`src/rtl/alt_vipswi131_switch_pkg.sv`:
```
// alt_vipswi131_switch_pkg: shared state encodings and register field layout for the switch control
package alt_vipswi131_switch_pkg;

   typedef enum logic {
      ST_IDLE   = 1'b0,
      ST_IN_PKT = 1'b1
   } pkt_state_e;

   localparam int SEL_LSB = 0;

   function automatic int sel_width(input int no_inputs);
      return (no_inputs > 2) ? $clog2(no_inputs) : 1;
   endfunction

   function automatic int enable_bit(input int sel_w);
      return SEL_LSB + sel_w;
   endfunction

   function automatic int commit_index(input int no_outputs);
      return no_outputs;
   endfunction

endpackage

```
`src/rtl/alt_vipswi131_switch_output_ctrl.sv`:
```
// alt_vipswi131_switch_output_ctrl: per-output packet tracker that applies the shadow config between packets
module alt_vipswi131_switch_output_ctrl
   import alt_vipswi131_switch_pkg::*;
#(
   parameter int NO_INPUTS = 2,
   parameter int SEL_W     = 1
) (
   input  logic             clk,
   input  logic             rst,
   input  logic             enable_i,
   input  logic             pending_i,
   input  logic             commit_i,
   input  logic [SEL_W-1:0] shd_sel_i,
   input  logic             shd_en_i,
   input  logic             sop_i,
   input  logic             eop_i,
   output logic [SEL_W-1:0] sel_o,
   output logic             en_o,
   output logic             apply_o,
   output logic             applied_o,
   output logic             go_o,
   output logic             stopped_o
);

   localparam logic [SEL_W:0] NI = NO_INPUTS[SEL_W:0];

   pkt_state_e       state_q, state_d;
   logic [SEL_W-1:0] sel_q, sel_d;
   logic             en_q, en_d, applied_q, applied_d, in_range;

   // packet-boundary state register
   always_ff @(posedge clk or posedge rst)
      if (rst) state_q <= ST_IDLE;
      else     state_q <= state_d;

   // single-beat packets never leave idle; a stray sop mid-packet keeps the packet open
   always_comb
      state_d = (state_q == ST_IDLE) ? ((sop_i && !eop_i) ? ST_IN_PKT : ST_IDLE)
                                     : (eop_i ? ST_IDLE : ST_IN_PKT);

   // apply decision, out-of-range select squashing, and datapath permissions
   always_comb begin
      apply_o   = pending_i && !applied_q && (state_q == ST_IDLE) && !sop_i;
      in_range  = {1'b0, shd_sel_i} < NI;
      sel_d     = apply_o ? (in_range ? shd_sel_i : '0) : sel_q;
      en_d      = apply_o ? (shd_en_i && in_range) : en_q;
      applied_d = commit_i ? 1'b0 : (apply_o || applied_q);
      go_o      = enable_i && en_q && !(pending_i && !applied_q);
      stopped_o = !enable_i && (state_q == ST_IDLE);
   end

   // active configuration and applied flag; a fresh commit forces a re-apply
   always_ff @(posedge clk or posedge rst)
      if (rst) begin
         sel_q     <= '0;
         en_q      <= 1'b0;
         applied_q <= 1'b0;
      end else begin
         sel_q     <= sel_d;
         en_q      <= en_d;
         applied_q <= applied_d;
      end

   assign sel_o     = sel_q;
   assign en_o      = en_q;
   assign applied_o = applied_q;

endmodule

```
`src/rtl/alt_vipswi131_switch_control.sv`:
```
// alt_vipswi131_switch_control: commit shadowing, per-output apply tracking and completion interrupt
module alt_vipswi131_switch_control
   import alt_vipswi131_switch_pkg::*;
#(
   parameter  int NO_INPUTS     = 2,
   parameter  int NO_OUTPUTS    = 1,
   parameter  int AV_DATA_WIDTH = 16,
   parameter  int NO_REGISTERS  = NO_OUTPUTS + 1,
   localparam int SEL_W         = sel_width(NO_INPUTS)
) (
   input  logic                                clk,
   input  logic                                rst,
   input  logic                                enable,
   input  logic [AV_DATA_WIDTH*NO_REGISTERS-1:0] registers,
   input  logic [NO_REGISTERS-1:0]             triggers,
   input  logic [NO_OUTPUTS-1:0]               out_sop,
   input  logic [NO_OUTPUTS-1:0]               out_eop,
   output logic [NO_OUTPUTS*SEL_W-1:0]         out_sel,
   output logic [NO_OUTPUTS-1:0]               out_en,
   output logic [NO_OUTPUTS-1:0]               go,
   output logic [NO_OUTPUTS-1:0]               stopped,
   output logic                                interrupts
);

   localparam int CI   = commit_index(NO_OUTPUTS);
   localparam int EN_B = enable_bit(SEL_W);

   logic                  commit, pending_q, pending_d, irq_q, irq_d, all_done, unused_bits;
   logic [NO_OUTPUTS-1:0] apply, applied, shd_en_q, shd_en_d;
   logic [SEL_W-1:0]      shd_sel_q [NO_OUTPUTS];
   logic [SEL_W-1:0]      shd_sel_d [NO_OUTPUTS];

   assign commit      = triggers[CI];
   assign unused_bits = ^{registers, triggers};

   // snapshot on commit; the last output to apply retires the commit and raises the interrupt
   always_comb begin
      all_done  = pending_q && &(applied | apply);
      pending_d = commit || (pending_q && !all_done);
      irq_d     = all_done && !commit;
      for (int k = 0; k < NO_OUTPUTS; k++) begin
         shd_sel_d[k] = commit ? registers[k*AV_DATA_WIDTH+SEL_LSB +: SEL_W] : shd_sel_q[k];
         shd_en_d[k]  = commit ? registers[k*AV_DATA_WIDTH+EN_B] : shd_en_q[k];
      end
   end

   // shadow, pending and interrupt registers; reset discards any in-flight commit
   always_ff @(posedge clk or posedge rst)
      if (rst) begin
         pending_q <= 1'b0;
         irq_q     <= 1'b0;
         shd_en_q  <= '0;
         shd_sel_q <= '{default: '0};
      end else begin
         pending_q <= pending_d;
         irq_q     <= irq_d;
         shd_en_q  <= shd_en_d;
         shd_sel_q <= shd_sel_d;
      end

   assign interrupts = irq_q;

   for (genvar g = 0; g < NO_OUTPUTS; g++) begin : g_out
      alt_vipswi131_switch_output_ctrl #(
         .NO_INPUTS (NO_INPUTS),
         .SEL_W     (SEL_W)
      ) u_ctrl (
         .clk       (clk),
         .rst       (rst),
         .enable_i  (enable),
         .pending_i (pending_q),
         .commit_i  (commit),
         .shd_sel_i (shd_sel_q[g]),
         .shd_en_i  (shd_en_q[g]),
         .sop_i     (out_sop[g]),
         .eop_i     (out_eop[g]),
         .sel_o     (out_sel[g*SEL_W +: SEL_W]),
         .en_o      (out_en[g]),
         .apply_o   (apply[g]),
         .applied_o (applied[g]),
         .go_o      (go[g]),
         .stopped_o (stopped[g])
      );
   end

endmodule

```
`config.mk`:
```
export PLATFORM = sky130hd
export DESIGN_NAME = alt_vipswi131_switch_control
export DESIGN_NICKNAME = d
export VERILOG_FILES = /design/src/rtl/alt_vipswi131_switch_pkg.sv /design/src/rtl/alt_vipswi131_switch_output_ctrl.sv /design/src/rtl/alt_vipswi131_switch_control.sv
export SDC_FILE = /design/constraint.sdc
export NUM_CORES = 1
export LEC_CHECK = 0
export BUFFER_PORTS_ARGS = -buffer_cell sky130_fd_sc_hd__buf_2
export CAP_MARGIN = 20
export CORE_AREA = 2 2 39 41
export DETAILED_ROUTE_END_ITERATION = 12
export DIE_AREA = 0 0 41 43
export PLACE_DENSITY_LB_ADDON = 0.15
export SKIP_LAST_GASP = 1
export SYNTH_ARGS = -nofsm -noshare
export SYNTH_HDL_FRONTEND = slang
export SYNTH_SLANG_ARGS = --single-unit
```
`constraint.sdc`:
```
create_clock -name clk -period 1.6 [get_ports clk]
set_input_delay 0.08 -clock clk [delete_from_list [all_inputs] [get_ports clk]]
set_output_delay 0.08 -clock clk [all_outputs]
set_load 0.01 [all_outputs]
```
Yosys cells after proc, flatten, opt, wreduce, memory -nomap -nowiden
Cells that the tools add are included.

$add $sub $neg: 0. $mul: 0. Divide/modulo/power cells: 0. Order comparisons: 0. Eq/ne operators: 0. Shift operators: 0. Muxes and demuxes: 4. Bitwise gates (word level): 2. Reductions and logical operators: 19.

Operators by type and width (number): logical AND 1 bit (10); logical NOT 1 bit (7); 2-to-1 mux 1 bit (4); logical OR 1 bit (2); inverter 1 bit (1); bitwise OR 1 bit (1).

Flip-flop bits (word level): 8. Bits in latches: 0. Bits in writable memories: 0. Bits in read-only memories: 0. Bits of input ports: 39. Output and inout bits: 5. Word-level logic and storage cells: 33. Memories: 0.

Logic depth before layout (Yosys ltp)
Depth in word-level cells: 9. Gate-level depth with buffers: 2. Mapped depth without buffers: 2.

Modules after synthesis
A second synthesis with hierarchy kept.

Cells, all modules: 26. Area, all modules: 334.1 um^2.

By module, submodules not included: alt_vipswi131_switch_output_ctrl (instances 1, cells an instance 16, area an instance 187.7 um^2, sequential area each 100.1 um^2); alt_vipswi131_switch_control (instances 1, cells an instance 10, area an instance 146.4 um^2, sequential area each 100.1 um^2).

Worst setup path after synthesis
Ideal clock, no wire load.

Kind: reg-to-reg. From: register g_out[0].u_ctrl.state_q. To: register g_out[0].u_ctrl.en_q. Setup time: 125 ps. Arrival: 1052 ps. Data required time: 1475 ps. Path slack: 423 ps. Cell stages (with the launch flop): 3. Buffers on the path: 0. Period minus slack after synthesis: 1177 ps. Path through: dfrtp_1 nor4b_4 mux2_2.

Word-level cells in the longest chain between the ends: 3.

RTL lines: from (decl) (RTL line alt_vipswi131_switch_output_ctrl.sv:27) `pkt_state_e state_q, state_d;`; from (signal assigned) (RTL line alt_vipswi131_switch_output_ctrl.sv:34) `else state_q <= state_d;`; inverter 1 bit; logical AND 1 bit (2 in a row) (RTL line alt_vipswi131_switch_output_ctrl.sv:43) `apply_o = pending_i && !applied_q && (state_q == ST_IDLE) && !sop_i;`; to (signal assigned) (RTL line alt_vipswi131_switch_output_ctrl.sv:60) `en_q <= en_d;`; to (decl) (RTL line alt_vipswi131_switch_output_ctrl.sv:29) `logic en_q, en_d, applied_q, applied_d, in_range;`.

Every way passes these cells. A chain may end at the register's enable or synchronous reset.

Worst setup path in the final report
From: register g_out[0].u_ctrl.state_q. To: register g_out[0].u_ctrl.sel_q.

Word-level cells in the longest chain between the ends: 3.

RTL lines: inverter 1 bit; logical AND 1 bit (2 in a row) (RTL line alt_vipswi131_switch_output_ctrl.sv:43); to (signal assigned) (RTL line alt_vipswi131_switch_output_ctrl.sv:59) `sel_q <= sel_d;`; to (decl) (RTL line alt_vipswi131_switch_output_ctrl.sv:28) `logic [SEL_W-1:0] sel_q, sel_d;`.

Every way passes these cells.

==> key figures <==
Worst setup path
  – Critical path launch point type: register
  – CP Data Arrival Time: 1.38 ns
  – Worst Setup End Kind: register
  – CP required: 1.73 ns
  – Crit. Startpoint: g_out[0].u_ctrl.state_q
  – Crit Reg-Reg Startpoint: g_out[0].u_ctrl.state_q
  – Setup CP Type: reg -> reg
  – Largest fanout on the critical path: 4

CTS
  – Post-cts resize count: 0
  – Cts hold-fix bufs: 2
  – Clk root buf: clkbuf_4
  – Clock tree sinks: 8
  – Post-CTS Repair Setup Buffers: 0
  – Maximum buffer depth of the clock tree: 2
  – CTS Buf Count: 3
  – H-tree levels: 1
  – TritonCTS clock tree: built
  – Skew-Pair Late Insertion Delay: 0.24 ns
  – Worst-path clk slew: 0.05 ns

Logic synthesis
  – Synth Cell Area: 330 sq um
  – Distinct cells, synth: 11
  – Post-synthesis sequential area ratio: 0.606
  – Register bit count reported by yosys: 8
  – Yosys warning total: 0
  – Avg Synthesized Cell Area: 13.8 sq um
  – Cells after Synth: 24
  – Syn Nets: 63

Drt
  – Routed length per placed instance: 10.9 um
  – WL final: 620 um
  – DRC viols: 0
  – DR pass1 iterations: 3
  – Iter 0 DRT Violations: 1
  – Vias per cell: 4.21
  – Vias: 240
  – Post-detailed-route count of antenna-violating nets: 0

Floorplanning
  – Die Y: 43 um
  – Core area: 0.00138 sq mm
  – Initial core utilization: 0.239
  – Io pins: 44
  – # rows: 14
  – Die width: 41 um
  – Die ar.: 0.00176 sq mm

Power
  – Seq pwr share: 0.511
  – Leakage: 0.000238 uW
  – Max VDD drop: 0.000431 V
  – Internal Power: 370 uW
  – Pwr per Cell Area: 1080 mW/mm^2
  – Switching pwr: 120 uW
  – Sw Share: 0.246
  – Combinational share of power: 0.191
  – Clock power frac: 0.298

Worst hold path
  – Min-delay src: registers[1]
  – Hold WC Path Type: in -> reg

STA
  – Final Critical Period: 1.25 ns
  – Fmax: 799 MHz
  – Fin Clk Skew: 0.00160 ns
  – Hold Violations, Final: 0
  – Final setup violating endpoints: 0
  – RSZ-0062 raised after global routing: false
  – Final period util: 0.782
  – Slew margin rel.: 0.797
  – Fin. max-slew vios: 0
  – Hold WS: 0.0645 ns
  – Worst-Margin Slew: 0.305 ns
  – TNS Setup: 0 ns

Status
  – Status: finished clean

Layout
  – Final nets: 82
  – Number of diodes: 0
  – Share of post-route cells with drive strength above 1: 0.488
  – Most common cell after layout, fill and taps aside: buf_2
  – Area Overhead vs Synth: 37.1%
  – Commonest cells after routing, fill and taps aside: buf_2 (12), dfrtp_1 (8), mux2_2 (4), nor2_1 (3), clkbuf_4 (3)

Place
  – Buffers on Ports: 12
  – Global placement routability congestion: 0.646

Global route
  – Number of global-route vias before repair: 257
  – Grt total ovfl: 0
  – Largest net degree at the start of global routing: 9
  – Total Routing Usage GR: 0.101
  – Number of antenna violations at the first check in global routing: 0
  – First-pass GRT wire length: 1120 um

Flow run
  – # Max-Cap Violations: 0
-- cells by family after synthesis --
family | Yosys count | share of synthesized area
compound gates | 3 | 0.0682
buf+inv | 2 | 0.0227
flops | 8 | 0.606
mux | 4 | 0.136
simple gates | 7 | 0.167
-- synth_stat cells --
library cell,number,area share
o211a_1,1,0.030
and3_1,1,0.019
nor4b_4,1,0.072
mux2_2,4,0.14
nor3b_1,1,0.023
inv_1,2,0.023
dfrtp_1,8,0.61
nand2b_1,1,0.019
o21ai_0,1,0.015
nor2_1,3,0.034
o21a_1,1,0.023
-- stage by stage --
step / std cells / utilization / setup slack, ns / power, uW / area (sq um)
4_1_cts: 57 / 0.327 / 0.326 / 503 / 453
3_3_place_gp: 52 / 0.297 / 0.346 / 343 / 410
3_5_place_dp: 52 / 0.297 / 0.338 / 347 / 410
6_report: 57 / 0.327 / 0.349 / 490 / 453
2_1_floorplan: 24 / - / 0.423 / 304 / 330
5_1_grt: 57 / 0.327 / 0.270 / 532 / 453
-- flip-flops by register name, indices dropped and copies added, names as in the netlist --
name	count
interrupts	1
pending_q	1
g_out.u_ctrl.applied_o	1
shd_sel_q	1
g_out.u_ctrl.sel_o	1
g_out.u_ctrl.state_q	1
shd_en_q	1
g_out.u_ctrl.en_o	1
-- critical path, stage by stage, from the launching register on --
cell     delay [ns]
dfrtp_1        0.43
nor4b_4        0.34
mux2_2         0.36
-- power groups by stage --
stage	clock (uW)	sequential [uW]	combinational, uW
after detailed placement	0	255	92.2
after global placement	0	252	91.1
after floorplan	0	259	44.9
after CTS	156	251	95.9
after global routing	173	256	104
final	146	251	93.7
-- final timing paths --
path                       cells past startpoint                     to  slack (ns)
setup / recovery                               2  g_out[0].u_ctrl.sel_o        0.35
hold / removal                                 2               shd_en_q        0.06
setup reg to reg                               2  g_out[0].u_ctrl.sel_o        0.35
hold reg to reg                                1               shd_en_q        0.50
max in group asynchronous                      3              pending_q        1.04
min in group asynchronous                      3              shd_sel_q        0.33
-- layer usage --
metal / vias up / routed length, um / GRT usage
met2: 5 / 334 / 0.128
met1: 117 / 248 / 0.123
met3: 0 / 36 / 0.0471
met5: - / 0 / 0
li1: 118 / - / -
met4: 0 / 0 / 0.0800
-- final cells by class --
class / count / area (sq um)
Tap cell: 16 / 20.0
Sequential cell: 8 / 200
Inverter: 2 / 7.51
Fill cell: 152 / 931
Multi-Input combinational cell: 14 / 123
Timing Repair Buffer: 14 / 80.1
Clock buffer: 3 / 22.5
Note: power is estimated with default switching activity, not from simulation.
